**src/rtl/pla_eval.sv**
```systemverilog
// Pipelined, runtime-programmable AND-OR array (sum-of-products evaluator).
// Reset configuration implements Y = (A&B) | (C&D) for the 4-input, 2-term, 1-output build.
module pla_eval #(
  parameter int N_IN   = 4,
  parameter int N_TERM = 2,
  parameter int N_OUT  = 1,
  localparam int AW    = $clog2(N_TERM + N_OUT)
) (
  input  logic                clk,
  input  logic                rst,
  input  logic                in_valid,
  output logic                in_ready,
  input  logic [N_IN-1:0]     in_data,
  output logic                out_valid,
  input  logic                out_ready,
  output logic [N_OUT-1:0]    out_data,
  input  logic                cfg_we,
  input  logic [AW-1:0]       cfg_addr,
  input  logic [2*N_IN-1:0]   cfg_data,
  output logic                cfg_err
);

  // Term t defaults to the AND of input pair (2t, 2t+1); bits past N_IN are dropped.
  function automatic logic [N_IN-1:0] dflt_mask(input int t);
    logic [N_IN-1:0] m;
    for (int i = 0; i < N_IN; i++) begin
      m[i] = (i == 2 * t) || (i == 2 * t + 1);
    end
    return m;
  endfunction

  logic [N_IN-1:0]   mask_q [N_TERM];
  logic [N_IN-1:0]   pol_q  [N_TERM];
  logic [N_TERM-1:0] sel_q  [N_OUT];

  logic              v1, v2;
  logic [N_TERM-1:0] term_q;
  logic [N_TERM-1:0] term_d;
  logic [N_OUT-1:0]  out_d;

  logic              adv2, load1, load2;
  logic [31:0]       addr_ext;
  logic              addr_ok, cfg_ok;

  // Handshake: stage 2 frees when empty or drained; stage 1 can refill behind it.
  assign adv2     = !v2 || out_ready;
  assign in_ready = !v1 || adv2;
  assign load1    = in_valid && in_ready;
  assign load2    = v1 && adv2;

  assign addr_ext = 32'(cfg_addr);
  assign addr_ok  = addr_ext < 32'(N_TERM + N_OUT);
  // Writes only land while nothing is in flight, so data never sees a half-updated array.
  assign cfg_ok   = cfg_we && addr_ok && !v1 && !v2 && !in_valid;

  // NOTE: every variable gets a default at the top of always_comb so no latch is inferred.
  always_comb begin
    term_d = '0;
    for (int t = 0; t < N_TERM; t++) begin
      // A disabled term (empty mask) must read 0, not the vacuous AND of nothing.
      term_d[t] = (|mask_q[t]) && (&(~mask_q[t] | ~(in_data ^ pol_q[t])));
    end
  end

  always_comb begin
    out_d = '0;
    for (int o = 0; o < N_OUT; o++) begin
      out_d[o] = |(sel_q[o] & term_q);
    end
  end

  // NOTE: the configuration arrays are reset on purpose: they hold functional defaults,
  // not scratch storage, so a reset must restore the hard-wired function.
  always_ff @(posedge clk) begin
    if (rst) begin
      for (int t = 0; t < N_TERM; t++) begin
        mask_q[t] <= dflt_mask(t);
        pol_q[t]  <= '1;
      end
      for (int o = 0; o < N_OUT; o++) begin
        sel_q[o] <= '1;
      end
    end else if (cfg_ok) begin
      for (int t = 0; t < N_TERM; t++) begin
        if (addr_ext == 32'(t)) begin
          mask_q[t] <= cfg_data[N_IN-1:0];
          pol_q[t]  <= cfg_data[2*N_IN-1:N_IN];
        end
      end
      for (int o = 0; o < N_OUT; o++) begin
        if (addr_ext == 32'(N_TERM + o)) begin
          sel_q[o] <= cfg_data[N_TERM-1:0];
        end
      end
    end
  end

  // NOTE: state registers use non-blocking assignments so every flop samples pre-edge values.
  always_ff @(posedge clk) begin
    if (rst) begin
      v1        <= 1'b0;
      v2        <= 1'b0;
      term_q    <= '0;
      out_data  <= '0;
      out_valid <= 1'b0;
      cfg_err   <= 1'b0;
    end else begin
      v1        <= load1 || (v1 && !adv2);
      v2        <= load2 || (v2 && !out_ready);
      out_valid <= load2 || (v2 && !out_ready);
      if (load1) term_q <= term_d;
      if (load2) out_data <= out_d;
      cfg_err   <= cfg_we && !cfg_ok;
    end
  end

endmodule

```
**config.mk**
```make
export PLATFORM = sky130hd
export DESIGN_NAME = pla_eval
export DESIGN_NICKNAME = d
export VERILOG_FILES = /design/src/rtl/pla_eval.sv
export SDC_FILE = /design/constraint.sdc
export NUM_CORES = 1
export LEC_CHECK = 0
export CORE_MARGIN = 2
export CORE_UTILIZATION = 44
export CTS_BUF_LIST = sky130_fd_sc_hd__clkbuf_8 sky130_fd_sc_hd__clkbuf_16
export CTS_CLUSTER_SIZE = 10
export DETAILED_ROUTE_END_ITERATION = 12
export PLACE_DENSITY = 0.79
export SLEW_MARGIN = 25
export SYNTH_ARGS = -nofsm -noshare
export SYNTH_HDL_FRONTEND = slang
export SYNTH_SLANG_ARGS = --single-unit
```
**constraint.sdc**
```tcl
create_clock -name clk -period 2.1 [get_ports clk]
set_input_delay 0.42 -clock clk [delete_from_list [all_inputs] [get_ports clk]]
set_output_delay 0.42 -clock clk [all_outputs]
set_load 0.05 [all_outputs]
```
Word-level counts from Yosys, hierarchy flattened
Memories as Yosys holds them, arrays and structs flattened.
Index checks and enable logic that the tools add are counted.
Storage, ports and cells
  register bits after elaboration: 6
  output and inout port bits: 4
  memories: 3
  logic and storage cells: 72
  bits in writable memories: 18
Operators by class
  eq/ne operators: 2
  reductions and logical operators: 28
  bitwise logic cells: 13
  magnitude comparators: 1
  muxes and demuxes: 20
Memories
  mask_q: depth 2, bits a word 4, rd ports 2, clocked after Yosys merged registers in 0, write ports 2, RTL line 32  | logic [N_IN-1:0] mask_q [N_TERM];
  pol_q: depth 2, bits a word 4, rd ports 2, clocked after Yosys merged registers in 0, write ports 2, RTL line 33  | logic [N_IN-1:0] pol_q [N_TERM];
  sel_q: depth 1, bits a word 2, rd ports 1, clocked after Yosys merged registers in 0, write ports 1, RTL line 34  | logic [N_TERM-1:0] sel_q [N_OUT];
Operators by type and width (count)
  zero test 32 bit: 1
  two-way mux 4 bit: 4
  NOT 4 bit: 4
  two-way mux 1 bit: 15
  logical AND 1 bit: 11
  OR 4 bit: 2
  AND reduction 4 bit: 2
  OR reduction 4 bit: 2
  XOR 4 bit: 2
  zero test 1 bit: 6
  logical OR 1 bit: 4
  OR 1 bit: 4
  OR reduction 2 bit: 2
  bitwise AND 2 bit: 1
  == test 2 x 1 -> 1 bit (second input constant): 1
  == test 2 bit (second input constant): 1
  less-than comparator 2 bit (second input constant): 1
  two-way mux 2 bit: 1

Depth between registers and ports, before layout
  depth after elaboration: 10
  gate-level depth with buffers: 4
  gate-level depth less buffers: 3

Worst setup path before layout
OpenSTA, ideal clock, no wires.
  path type: register to register
  start: reg v2
  end: mem mask_q[0][0], enable pin
  period minus slack after synthesis: 2.194 ns
  buffers on the path: 0
  setup time: 0.387 ns
  stages on the path, launching flop included: 3
  slack: -0.094 ns
  arrival: 1.807 ns
  cell sequence: dfxtp_1 -> or4b_4 -> o31ai_1
RTL lines
  start: declaration: RTL line 36  | logic v1, v2;
  start signal: assignment: RTL line 109  | v2 <= load2 || (v2 && !out_ready);
  end: declaration: RTL line 32

==> metrics.md <==
| Metric | Value |
|---|---|
| Status | finished clean |
| Clock transition at the registers of the reported paths | 0.08 ns |
| Die Ht | 53.0 um |
| Tightest Pin Transition | 0.504 ns |
| Total number of vias | 714 |
| Worst-Skew Late Latency | 0.26 ns |
| Clock power frac | 31.6% |
| CP Capture Type | output pin |
| Largest net degree at the start of global routing | 14 |
| Total core area | 2230 um2 |
| CP Launch Type | flip-flop |
| Worst min-delay path class | reg -> reg |
| Seq pwr share | 56.0% |
| Synth unique cells | 26 |
| Crit path time final | 1.90 ns |
| Fin. Hold Viols | 0 |
| # clock sinks | 24 |
| Setup ws final | 0.196 ns |
| Global-route wire length before repair | 3.22 mm |
| P_sw | 0.000196 W |
| Max-slew violation count | 0 |
| Vias in the first global route | 745 |
| Cells after Synth | 79 |
| Layout cells sized above 1 | 12.8% |
| Comb power frac | 12.4% |
| Top-count cell post-synth | edfxtp_1 |
| Leakage | 0.471 nW |
| Final antenna-violating net count | 0 |
| Crit path kind | reg -> out |
| Top cells by count, synth | edfxtp_1 (18), nand2b_1 (8), xor2_1 (8) |
| Hold buffer count at cts | 0 |
| Yosys warnings | 0 |
| # DRC | 0 |
| FF-to-FF path depth | 3 |
| Routed WL | 1.97 mm |
| Placed Cells incl. Taps | 133 |
| Initial Utilization | 47.2% |
| Hold Slack | 0.520 ns |
| TritonCTS clock tree | done |
| Area growth, synth to finish | 33.6% |
| Fmax | 0.525 GHz |
| Post-synth EDFFs | 18 |
| Input/output buffers | 22 |
| Diode count | 0 |
| Internal Power | 0.000752 W |
| Syn_nets | 98 |
| Clock buffer depth | 2 |
| Pre-antenna DRT Iters | 4 |
| FP Rows | 17 |
| Max Cap Viol | 0 |
| Vias per cell | 5.21 |
| CTS buffer count | 3 |
| Setup tns final | 0 ns |
| Switching share of total power | 20.7% |
| CP Max Fanout | 5 |
| I/O pin cnt | 23 |
| Worst slew margin | 66.3% |
| PwrDens | 673 nW/um2 |
| Worst Hold Path EP | out_data |
| Synth Cell Area | 1050 um2 |
| Gr usage total | 16.6% |
| Clock root buffer | clkbuf_8 |
| Number of post-CTS setup repair buffers | 0 |
| # setup viols final | 0 |
| Seq cells post-synth | 24 |
| Worst setup skew after layout | 0.00356 ns |
| Die X | 53.0 um |
| Max incr delay on CP | 0.83 ns |
| Initial antenna violation count | 0 |
| Reg2reg setup slack | 0.43 ns |
| Prevailing post-synth register cell | edfxtp_1 |
| Cells along the critical path | clkdlybuf4s50_1 |
| Hold Crit Depth | 2 |
| Crit path arrival time | 1.48 ns |
| RR Startpoint | v1 |
| Fill cells | 177 |
| Worst r2r dst | sel_q[0][1] |
| Post-DP HPWL | 1.60 mm |
| Fraction of registers with async set/reset | 0% |
| Core Util, Final | 63.1% |
| Seq/Total Area, Yosys | 62.6% |
| CTS resizes | 0 |
| Top cell type by total area after synthesis | edfxtp_1 |
| Final Cycle Share | 90.7% |
| Critical Path RT | 1.68 ns |
| CP Buf/Inv Count | 1 |
| Synth top area cells | edfxtp_1 (51%), dfxtp_1 (11%), xor2_1 (6.6%) |
| Wire per inst | 14.4 um |
| Syn Area/Cell | 13.4 um2 |
| Crit-path slowest cell | clkdlybuf4s50_1 |
| Drt first-iter violations | 19 |
| Worst vdd ir | 0.521 mV |
| GP Congestion | 0.746 |
| Pre-CTS setup slack | -0.0452 ns |
| Fin nets | 129 |
| Clock H-tree levels | 1 |
| Delay-heaviest family, CP | buffers and inverters |
| Post-Layout Cell Count | 137 |
| Full die area | 2800 um2 |
| Hold path start | out_data |
| Unrepaired setup endpoints after global routing | no |
| Total gr overflow | 0 |
| Top cell type's share of synthesized area | 51.2% |
-- power groups by stage --
stage,registers (W),clock network (W),logic [W]
after global routing,0.000533,0.000323,0.000127
after CTS,0.000531,0.000308,0.000119
after detailed placement,0.000542,0,0.000118
after floorplan,0.000553,0,0.0000411
final,0.000531,0.000299,0.000118
after global placement,0.000541,0,0.000115
-- registers in the layout, indices dropped and copies added (netlist names) --
name and cells:
term_q 2, v2 1, sel_q 2, mask_q 8, pol_q 8, cfg_err 1, v1 1, out_data 1
-- stage by stage --
stage | power [W] | cell area (um2)
6_report | 0.000949 | 1410
5_1_grt | 0.000983 | 1410
4_1_cts | 0.000958 | 1410
3_5_place_dp | 0.000660 | 1350
3_3_place_gp | 0.000657 | 1350
2_1_floorplan | 0.000594 | 1050
-- layout by cell type, fill, tap and decap left out, drive strengths merged --
cell type      instances
a2111oi                1
a21oi                  5
a222oi                 2
a22oi                  1
a311oi                 1
a32o                   2
and2                   4
and3                   1
buf                    7
clkbuf                 4
clkdlybuf4s50         21
dfxtp                  6
edfxtp                18
inv                    4
nand2                  2
nand2b                 8
nand3b                 2
nor2b                  2
nor3                   1
nor3b                  1
nor4                   2
o31ai                  2
or2b                   1
or3                    2
or4b                   1
xor2                   8
-- cells by family after synthesis --
logic type / after synthesis / synth area share [%]
and+or+nand+nor: 27 / 18.3
DFF: 24 / 62.6
buffers and inverters: 6 / 2.49
xor gates and xnor gates: 8 / 6.64
AOI/OAI and AO/OA: 14 / 9.96
-- layout make-up --
class                           count  area [um2]  share of cell area, %
Clock buffer                        4        55.1                   3.91
Sequential cell                    24         661                   46.9
Tap cell                           28        35.0                   2.49
Timing Repair Buffer               28         275                   19.5
Multi-Input combinational cell     49         368                   26.1
Inverter                            4        15.0                   1.07
-- how the worst max path moves through the flow --
stage                      start      endpoint  slack [ns]  cells after the start
after detailed placement  cfg_we   sel_q[0][0]       -0.05                      4
after CTS                     v2     out_valid        0.19                      1
after global routing      cfg_we  mask_q[0][1]        0.10                      4
after floorplan               v2  mask_q[0][0]       -0.09                      2
after global placement    cfg_we   sel_q[0][0]       0.009                      4
final                         v2     out_valid        0.20                      1
-- layer usage --
layer  vias to the layer above  wire length [um]  global-route usage, %
met2                        16              1050                   29.0
met5                         -                 0                      0
met3                         4                73                   2.54
met4                         0                27                   7.69
met1                       341               819                   20.0
li1                        353                 -                      -
No activity file was read; power rests on OpenSTA's default activity.
